<file path="src/rtl/cfg_reg_bank.sv">
// cfg_reg_bank: strobe/ack register bank with ID, W1C status, IRQ enable, cycle counter and byte-writable CTRL regs.
// Defining CFG_REG_BANK_CYCLE_CNT_EN builds the free-running cycle counter at 0x0C; otherwise 0x0C is unmapped.
module cfg_reg_bank #(
    parameter logic [31:0] BASE_ADDR   = 32'h0200_0100,
    parameter int unsigned NUM_CTRL    = 4,
    parameter int unsigned NUM_EVT     = 8,
    parameter int unsigned WAIT_CYCLES = 0,
    parameter logic [31:0] ID_VER      = 32'h0123_4567,
    parameter logic [31:0] CTRL_RST    = 32'h0000_0000
) (
    input  logic                     iCLK,
    input  logic                     iRST,
    input  logic [31:0]              iADR,
    input  logic [31:0]              iDAT,
    input  logic [3:0]               iSEL,
    input  logic                     iSTB,
    input  logic                     iWE,
    output logic [31:0]              oDAT,
    output logic                     oACK,
    input  logic [NUM_EVT-1:0]       iEVT,
    output logic                     oIRQ,
    output logic [32*NUM_CTRL-1:0]   oCTRL
);

    typedef enum logic [1:0] {IDLE, WAIT, ACK, HOLD} state_t;

    state_t             state, state_next;
    logic [3:0]         count, count_next;
    logic [5:0]         word_q;
    logic [31:0]        dat_q;
    logic [3:0]         sel_q;
    logic               we_q;

    logic               hit, commit;
    logic [5:0]         t_word;
    logic [31:0]        t_dat, t_mask, t_wbits;
    logic [3:0]         t_sel;
    logic               t_we;
    logic [31:0]        rd_val;
    logic [NUM_EVT-1:0] status, irq_en, status_clr;
    logic [31:0]        ctrl [NUM_CTRL];
    logic               unused_adr;
`ifdef CFG_REG_BANK_CYCLE_CNT_EN
    logic [31:0]        cycle;
`endif

    assign hit        = (iADR[31:8] == BASE_ADDR[31:8]);
    assign unused_adr = ^iADR[1:0];

    // With zero wait states the commit edge is the acceptance edge, so the live bus is used directly.
    assign t_word  = (state == IDLE) ? iADR[7:2] : word_q;
    assign t_dat   = (state == IDLE) ? iDAT      : dat_q;
    assign t_sel   = (state == IDLE) ? iSEL      : sel_q;
    assign t_we    = (state == IDLE) ? iWE       : we_q;
    assign t_mask  = {{8{t_sel[3]}}, {8{t_sel[2]}}, {8{t_sel[1]}}, {8{t_sel[0]}}};
    assign t_wbits = t_dat & t_mask;
    assign commit  = (state_next == ACK);
    assign oACK    = (state == ACK);

    always_comb begin
        state_next = state;
        count_next = count;
        case (state)
            IDLE: begin
                if (iSTB && hit) begin
                    if (WAIT_CYCLES == 0) begin
                        state_next = ACK;
                    end else begin
                        state_next = WAIT;
                        count_next = 4'(WAIT_CYCLES);
                    end
                end
            end
            WAIT: begin
                if (!iSTB) begin
                    state_next = IDLE;
                end else if (count == 4'd1) begin
                    state_next = ACK;
                end else begin
                    count_next = count - 4'd1;
                end
            end
            ACK:     state_next = HOLD;
            HOLD:    if (!iSTB) state_next = IDLE;
            default: state_next = IDLE;
        endcase
    end

    always_ff @(posedge iCLK or posedge iRST) begin
        if (iRST) begin
            state  <= IDLE;
            count  <= '0;
            word_q <= '0;
            dat_q  <= '0;
            sel_q  <= '0;
            we_q   <= 1'b0;
        end else begin
            state <= state_next;
            count <= count_next;
            if (state == IDLE && iSTB && hit) begin
                word_q <= iADR[7:2];
                dat_q  <= iDAT;
                sel_q  <= iSEL;
                we_q   <= iWE;
            end
        end
    end

    always_comb begin
        rd_val = '0;
        case (t_word)
            6'd0: rd_val = ID_VER;
            6'd1: rd_val[NUM_EVT-1:0] = status;
            6'd2: rd_val[NUM_EVT-1:0] = irq_en;
`ifdef CFG_REG_BANK_CYCLE_CNT_EN
            6'd3: rd_val = cycle;
`endif
            default: ;
        endcase
        for (int unsigned k = 0; k < NUM_CTRL; k++) begin
            if (t_word == 6'(k + 4)) rd_val = ctrl[k];
        end
    end

    always_comb begin
        status_clr = '0;
        if (commit && t_we && t_word == 6'd1) status_clr = t_wbits[NUM_EVT-1:0];
    end

    always_ff @(posedge iCLK or posedge iRST) begin
        if (iRST) begin
            status <= '0;
            irq_en <= '0;
            oIRQ   <= 1'b0;
            oDAT   <= '0;
            for (int unsigned k = 0; k < NUM_CTRL; k++) ctrl[k] <= CTRL_RST;
        end else begin
            // A new event on the clearing edge survives the W1C.
            status <= (status & ~status_clr) | iEVT;
            oIRQ   <= |(status & irq_en);
            oDAT   <= (commit && !t_we) ? rd_val : '0;
            if (commit && t_we && t_word == 6'd2)
                irq_en <= (irq_en & ~t_mask[NUM_EVT-1:0]) | t_wbits[NUM_EVT-1:0];
            for (int unsigned k = 0; k < NUM_CTRL; k++) begin
                if (commit && t_we && t_word == 6'(k + 4))
                    ctrl[k] <= (ctrl[k] & ~t_mask) | t_wbits;
            end
        end
    end

`ifdef CFG_REG_BANK_CYCLE_CNT_EN
    always_ff @(posedge iCLK or posedge iRST) begin
        if (iRST) cycle <= '0;
        else      cycle <= cycle + 32'd1;
    end
`endif

    always_comb begin
        oCTRL = '0;
        for (int unsigned k = 0; k < NUM_CTRL; k++) oCTRL[32*k +: 32] = ctrl[k];
    end

endmodule

</file>
<file path="config.mk">
export PLATFORM = sky130hd
export DESIGN_NAME = cfg_reg_bank
export DESIGN_NICKNAME = d
export VERILOG_FILES = /design/src/rtl/cfg_reg_bank.sv
export SDC_FILE = /design/constraint.sdc
export NUM_CORES = 1
export LEC_CHECK = 0
export BUFFER_PORTS_ARGS = -buffer_cell sky130_fd_sc_hd__buf_4
export CAP_MARGIN = 0
export CORE_MARGIN = 2
export CORE_UTILIZATION = 35
export DETAILED_ROUTE_END_ITERATION = 16
export REMOVE_ABC_BUFFERS = 1
export SYNTH_ARGS = -nofsm -noshare
export SYNTH_HDL_FRONTEND = slang
export SYNTH_SLANG_ARGS = --single-unit
</file>
<file path="constraint.sdc">
create_clock -name iCLK -period 8.35 [get_ports iCLK]
set_input_delay 1.2525 -clock iCLK [delete_from_list [all_inputs] [get_ports iCLK]]
set_output_delay 1.2525 -clock iCLK [all_outputs]
set_load 0.02 [all_outputs]
</file>
**Word level (Yosys, flattened, before mapping)**

Cells that the tools add are included.

- Logic and storage cells: 78
- Bits in registers: 226
- Input bits: 80

- Mux-type cells: 17
- $add $sub $neg: 1
- Bitwise logic cells: 18
- Reduce and logical (&&, ||, !) cells: 16
- Eq/ne operators: 12

Operator list:

| cell | number |
|---|---|
| 32-bit two-way mux | 6 |
| 32-bit AND | 5 |
| 32-bit bitwise OR | 4 |
| 32-bit NOT | 1 |
| 8-bit AND | 3 |
| 24-bit by 18-bit == test with 1-bit output, second input constant | 1 |
| 6-bit by 3-bit == test with 1-bit output, second input constant | 4 |
| 8-bit one-hot mux with 3 select lines | 1 |
| 17-bit two-way mux | 1 |
| 8-bit NOT | 2 |
| 8-bit bitwise OR | 2 |
| 1-bit logical AND | 11 |
| 2-bit two-way mux | 4 |
| 8-bit two-way mux | 1 |
| 2-bit one-hot mux with 4 select lines | 1 |
| 8-bit OR reduction | 1 |
| 2-bit == test, second input constant | 3 |
| 6-bit by 1-bit == test with 1-bit output, second input constant | 1 |
| 6-bit by 2-bit == test with 1-bit output, second input constant | 1 |
| 6-bit logical NOT | 1 |
| 6-bit two-way mux | 1 |
| 4-bit by 1-bit == test with 1-bit output, second input constant | 1 |
| 4-bit two-way mux | 1 |
| 4-bit by 1-bit subtractor with 4-bit output, second input constant | 1 |
| other kinds (6) | 6 |

**Depth between registers and ports, before layout**

- Depth after elaboration: 11
- Depth in mapped cells: 10

**Worst setup path after synthesis**

OpenSTA, ideal clock, no wires.

- Path type: input to register
- Start: input port iADR[11]
- End: register (tool-made name)
- Library setup time: 125 ps
- Stages on the path: 7
- Buffers on the path: 1
- Data arrival time: 3070 ps
- Slack: 5155 ps
- Path through: nor4b_1 > nand4_1 > nor2_1 > o21ai_0 > buf_6 > nor4_4 > mux2_2

RTL lines:

| element | RTL line | text |
|---|---|---|
| start: declaration | 13 | `input logic [31:0] iADR,` |

**Final worst setup path**

- Start: input port iADR[11]
- End: register dat_q[15]

- Longest elaborated chain between the ends: 2

Ends and longest elaborated chain:

| element | RTL line | text |
|---|---|---|
| 24-bit by 18-bit == test with 1-bit output | 47 | `assign hit = (iADR[31:8] == BASE_ADDR[31:8]);` |
| 1-bit logical AND | 100 | `if (state == IDLE && iSTB && hit) begin` |
| end signal: assignment | 102 | `dat_q <= iDAT;` |
| end: declaration | 30 | `logic [31:0] dat_q;` |

Every way passes these cells.
A chain may end at the register's enable or synchronous reset.

==> results.json <==
{
  "routedWlPerCell_microns": 20.5,
  "ir_worst_vdd_mv": 0.134,
  "synth_top_family_by_area": "multiplexers",
  "fin_nets": 1200,
  "grt_pass1_vias": 7939,
  "path_clk_slew_ns": 0.06,
  "area_growth_pct": 30.4,
  "num_vias": 7862,
  "synth_xor_area_share_pct": 0.255,
  "die-area_sq_um": 30900,
  "slew_viol_final": 0,
  "syn_inst": 883,
  "pre_cts_ws_ns": 4.46,
  "die_y_microns": 176,
  "synth_cell_types": 64,
  "r2r_slack_ns": 5.17,
  "clock.fmax_mhz": 302,
  "cp-end-kind": "flip-flop",
  "cts_resized": 0,
  "drt_first_iter_violations": 387,
  "synthFlopType": "dfrtp_1",
  "drtAntennaViolNets": 0,
  "critPathMaxStageDelay_ns": 0.77,
  "crit_buf_inv": 2,
  "yosys.area_share.simple_pct": 11.5,
  "io_pins": 242,
  "io_buffer_count": 239,
  "viasPerCell": 5.17,
  "leakage_uw": 0.00671,
  "worstPathRequired_ns": 8.75,
  "finalCritPeriodShare_pct": 39.7,
  "r2r-end": "oDAT[30]",
  "rows": 62,
  "finalHoldViolCount": 0,
  "min_to": "count[3]",
  "maxCapViolCount": 0,
  "tightest_slew_ns": 1.19,
  "grt_util_all_layers_pct": 20.0,
  "drt-total-wl_microns": 31100,
  "clock_sinks": 226,
  "yosysSeqAreaShare_pct": 54.8,
  "overflow": 0,
  "h-tree-depth": 1,
  "crit_slowest_cell": "nor3_4",
  "drive_gt1_share_pct": 40.4,
  "diodes": 0,
  "use_met2_pct": 33.2,
  "crit_chain": "buf_4 > nor4b_1 > nand4_1 > nor3_4 > buf_4 > mux2_2",
  "numCtsBuffers": 25,
  "dr.pass1.iters": 5,
  "worstReg2RegStart": "state[0]",
  "grt_max_degree": 99,
  "synth-edff-count": 0,
  "synth-async-reset-ratio_pct": 100,
  "cts-root-buf": "clkbuf_16",
  "final_cell_mix": "252 x buf_4, 226 x dfrtp_1, 136 x nand2_1, 118 x mux2_2, 60 x a21oi_1",
  "dpl.hpwl_microns": 20600,
  "ctsHoldBuffers": 0,
  "globalplace.congestion": 0.745,
  "yosys-mux-area-fraction_pct": 18.4,
  "synth-seq-cells": 226,
  "cts_buffer_depth": 3,
  "hold_path_depth": 1,
  "start_util_pct": 35.7,
  "die_w_microns": 176,
  "route.detailed.drc": 0,
  "ys.warnings.count": 0,
  "synth_area_sq_um": 10300,
  "period_minus_slack_ns": 3.31,
  "cts_tree": "done",
  "totalNegativeSetupSlack_ns": 0,
  "cts_setup_buffers": 0,
  "layout_commonest_cell": "buf_4",
  "clock_skew_ns": 0.0231,
  "antenna_found_initial": 0,
  "synth_compound_area_share_pct": 11.7,
  "cp_top_family": "simple AND/OR/NAND/NOR gates",
  "start_kind": "input pin",
  "use_met1_pct": 27.5,
  "core_region_area_sq_um": 28900,
  "worst-setup-path-type": "in -> reg",
  "syn_area_per_cell_sq_um": 11.7,
  "reg2regPathDepth": 6,
  "cp_data_arrival_time_ns": 3.72,
  "cp_common_cell": "buf_4",
  "timing.final.setup_violations": 0,
  "met3_usage_pct": 2.77,
  "maxSlewHeadroom_pct": 20.2,
  "critPathMaxFanout": 31,
  "utilization_pct": 46.6,
  "status": "finished clean",
  "grt_busiest_layer": "met2",
  "fin_ws_ns": 5.04,
  "p_per_area_nw_per_um2": 213,
  "grt_pass1_wl_microns": 47800,
  "hold_path.class": "reg -> reg",
  "rsz0062_at_grt": "no",
  "clock_latency_ns": 0.53,
  "hp-start": "count[3]",
  "synth_adder_area_share_pct": 0.243
}
==> through the flow <==
step | hold WS [ns] | instances | area (sq um) | total power (uW)
3_5_place_dp | 0.468 | 1475 | 12500 | 1690
5_1_grt | 0.514 | 1521 | 13400 | 2970
6_report | 0.474 | 1521 | 13400 | 2870
3_3_place_gp | 0.463 | 1475 | 12500 | 1680
2_1_floorplan | 0.439 | 839 | 10100 | 1450
4_1_cts | 0.476 | 1521 | 13400 | 2890
==> final cells by class <==
cell class / instances / area (sq um)
clock buffer: 37 / 751
multi-input combinational: 587 / 4420
sequential: 226 / 5660
inverter: 26 / 105
timing repair buffer: 252 / 1890
clock inverter: 9 / 149
fill: 2735 / 15400
tap: 384 / 480
==> Yosys cell counts, drive strengths merged (12+ instances only) <==
| library cell | instances | area [sq um] |
|---|---|---|
| nor2 | 33 | 136 |
| a22o | 17 | 149 |
| nand2 | 138 | 528 |
| o21ai | 42 | 214 |
| mux2 | 137 | 1600 |
| a22oi | 29 | 218 |
| a21oi | 61 | 309 |
| mux2i | 30 | 300 |
| dfrtp | 226 | 5660 |
| nor4 | 12 | 165 |
| inv | 25 | 93.8 |
| buf | 26 | 140 |
| clkbuf | 18 | 67.6 |
==> logic make-up (layout without fill, tap and decap cells) <==
| group | Yosys count | after routing |
|---|---|---|
| and+or+nand+nor | 227 | 227 |
| buffers and inverters | 70 | 324 |
| adders and majority gates | 2 | 2 |
| xor gates and xnor gates | 3 | 3 |
| AOI/OAI and AO/OA | 188 | 188 |
| muxes | 167 | 167 |
| DFF | 226 | 226 |
==> layer usage <==
metal / wire, microns / vias up
met4: 785 / 0
met3: 1650 / 46
met1: 13700 / 3961
met5: 0 / -
li1: - / 3629
met2: 15000 / 226
==> how the worst max path moves through the flow <==
stage               slack (ns)  cells past startpoint     start         to
detailed placement        4.46                      6  iADR[11]  dat_q[15]
floorplan                 0.91                      1      iRST  async pin
global route              4.82                      6  iADR[13]  dat_q[15]
global placement          4.46                      6  iADR[11]  dat_q[15]
finish                    5.04                      6  iADR[11]  dat_q[15]
CTS                       5.00                      6  iADR[11]  dat_q[15]
==> power by group <==
| part | switching (uW) | total, uW | internal, uW |
|---|---|---|---|
| sequential | 27.3 | 1140 | 1110 |
| combinational | 381 | 525 | 144 |
| clock | 460 | 1200 | 744 |
| total | 868 | 2870 | 2000 |
(Power assumes the default switching activity.)
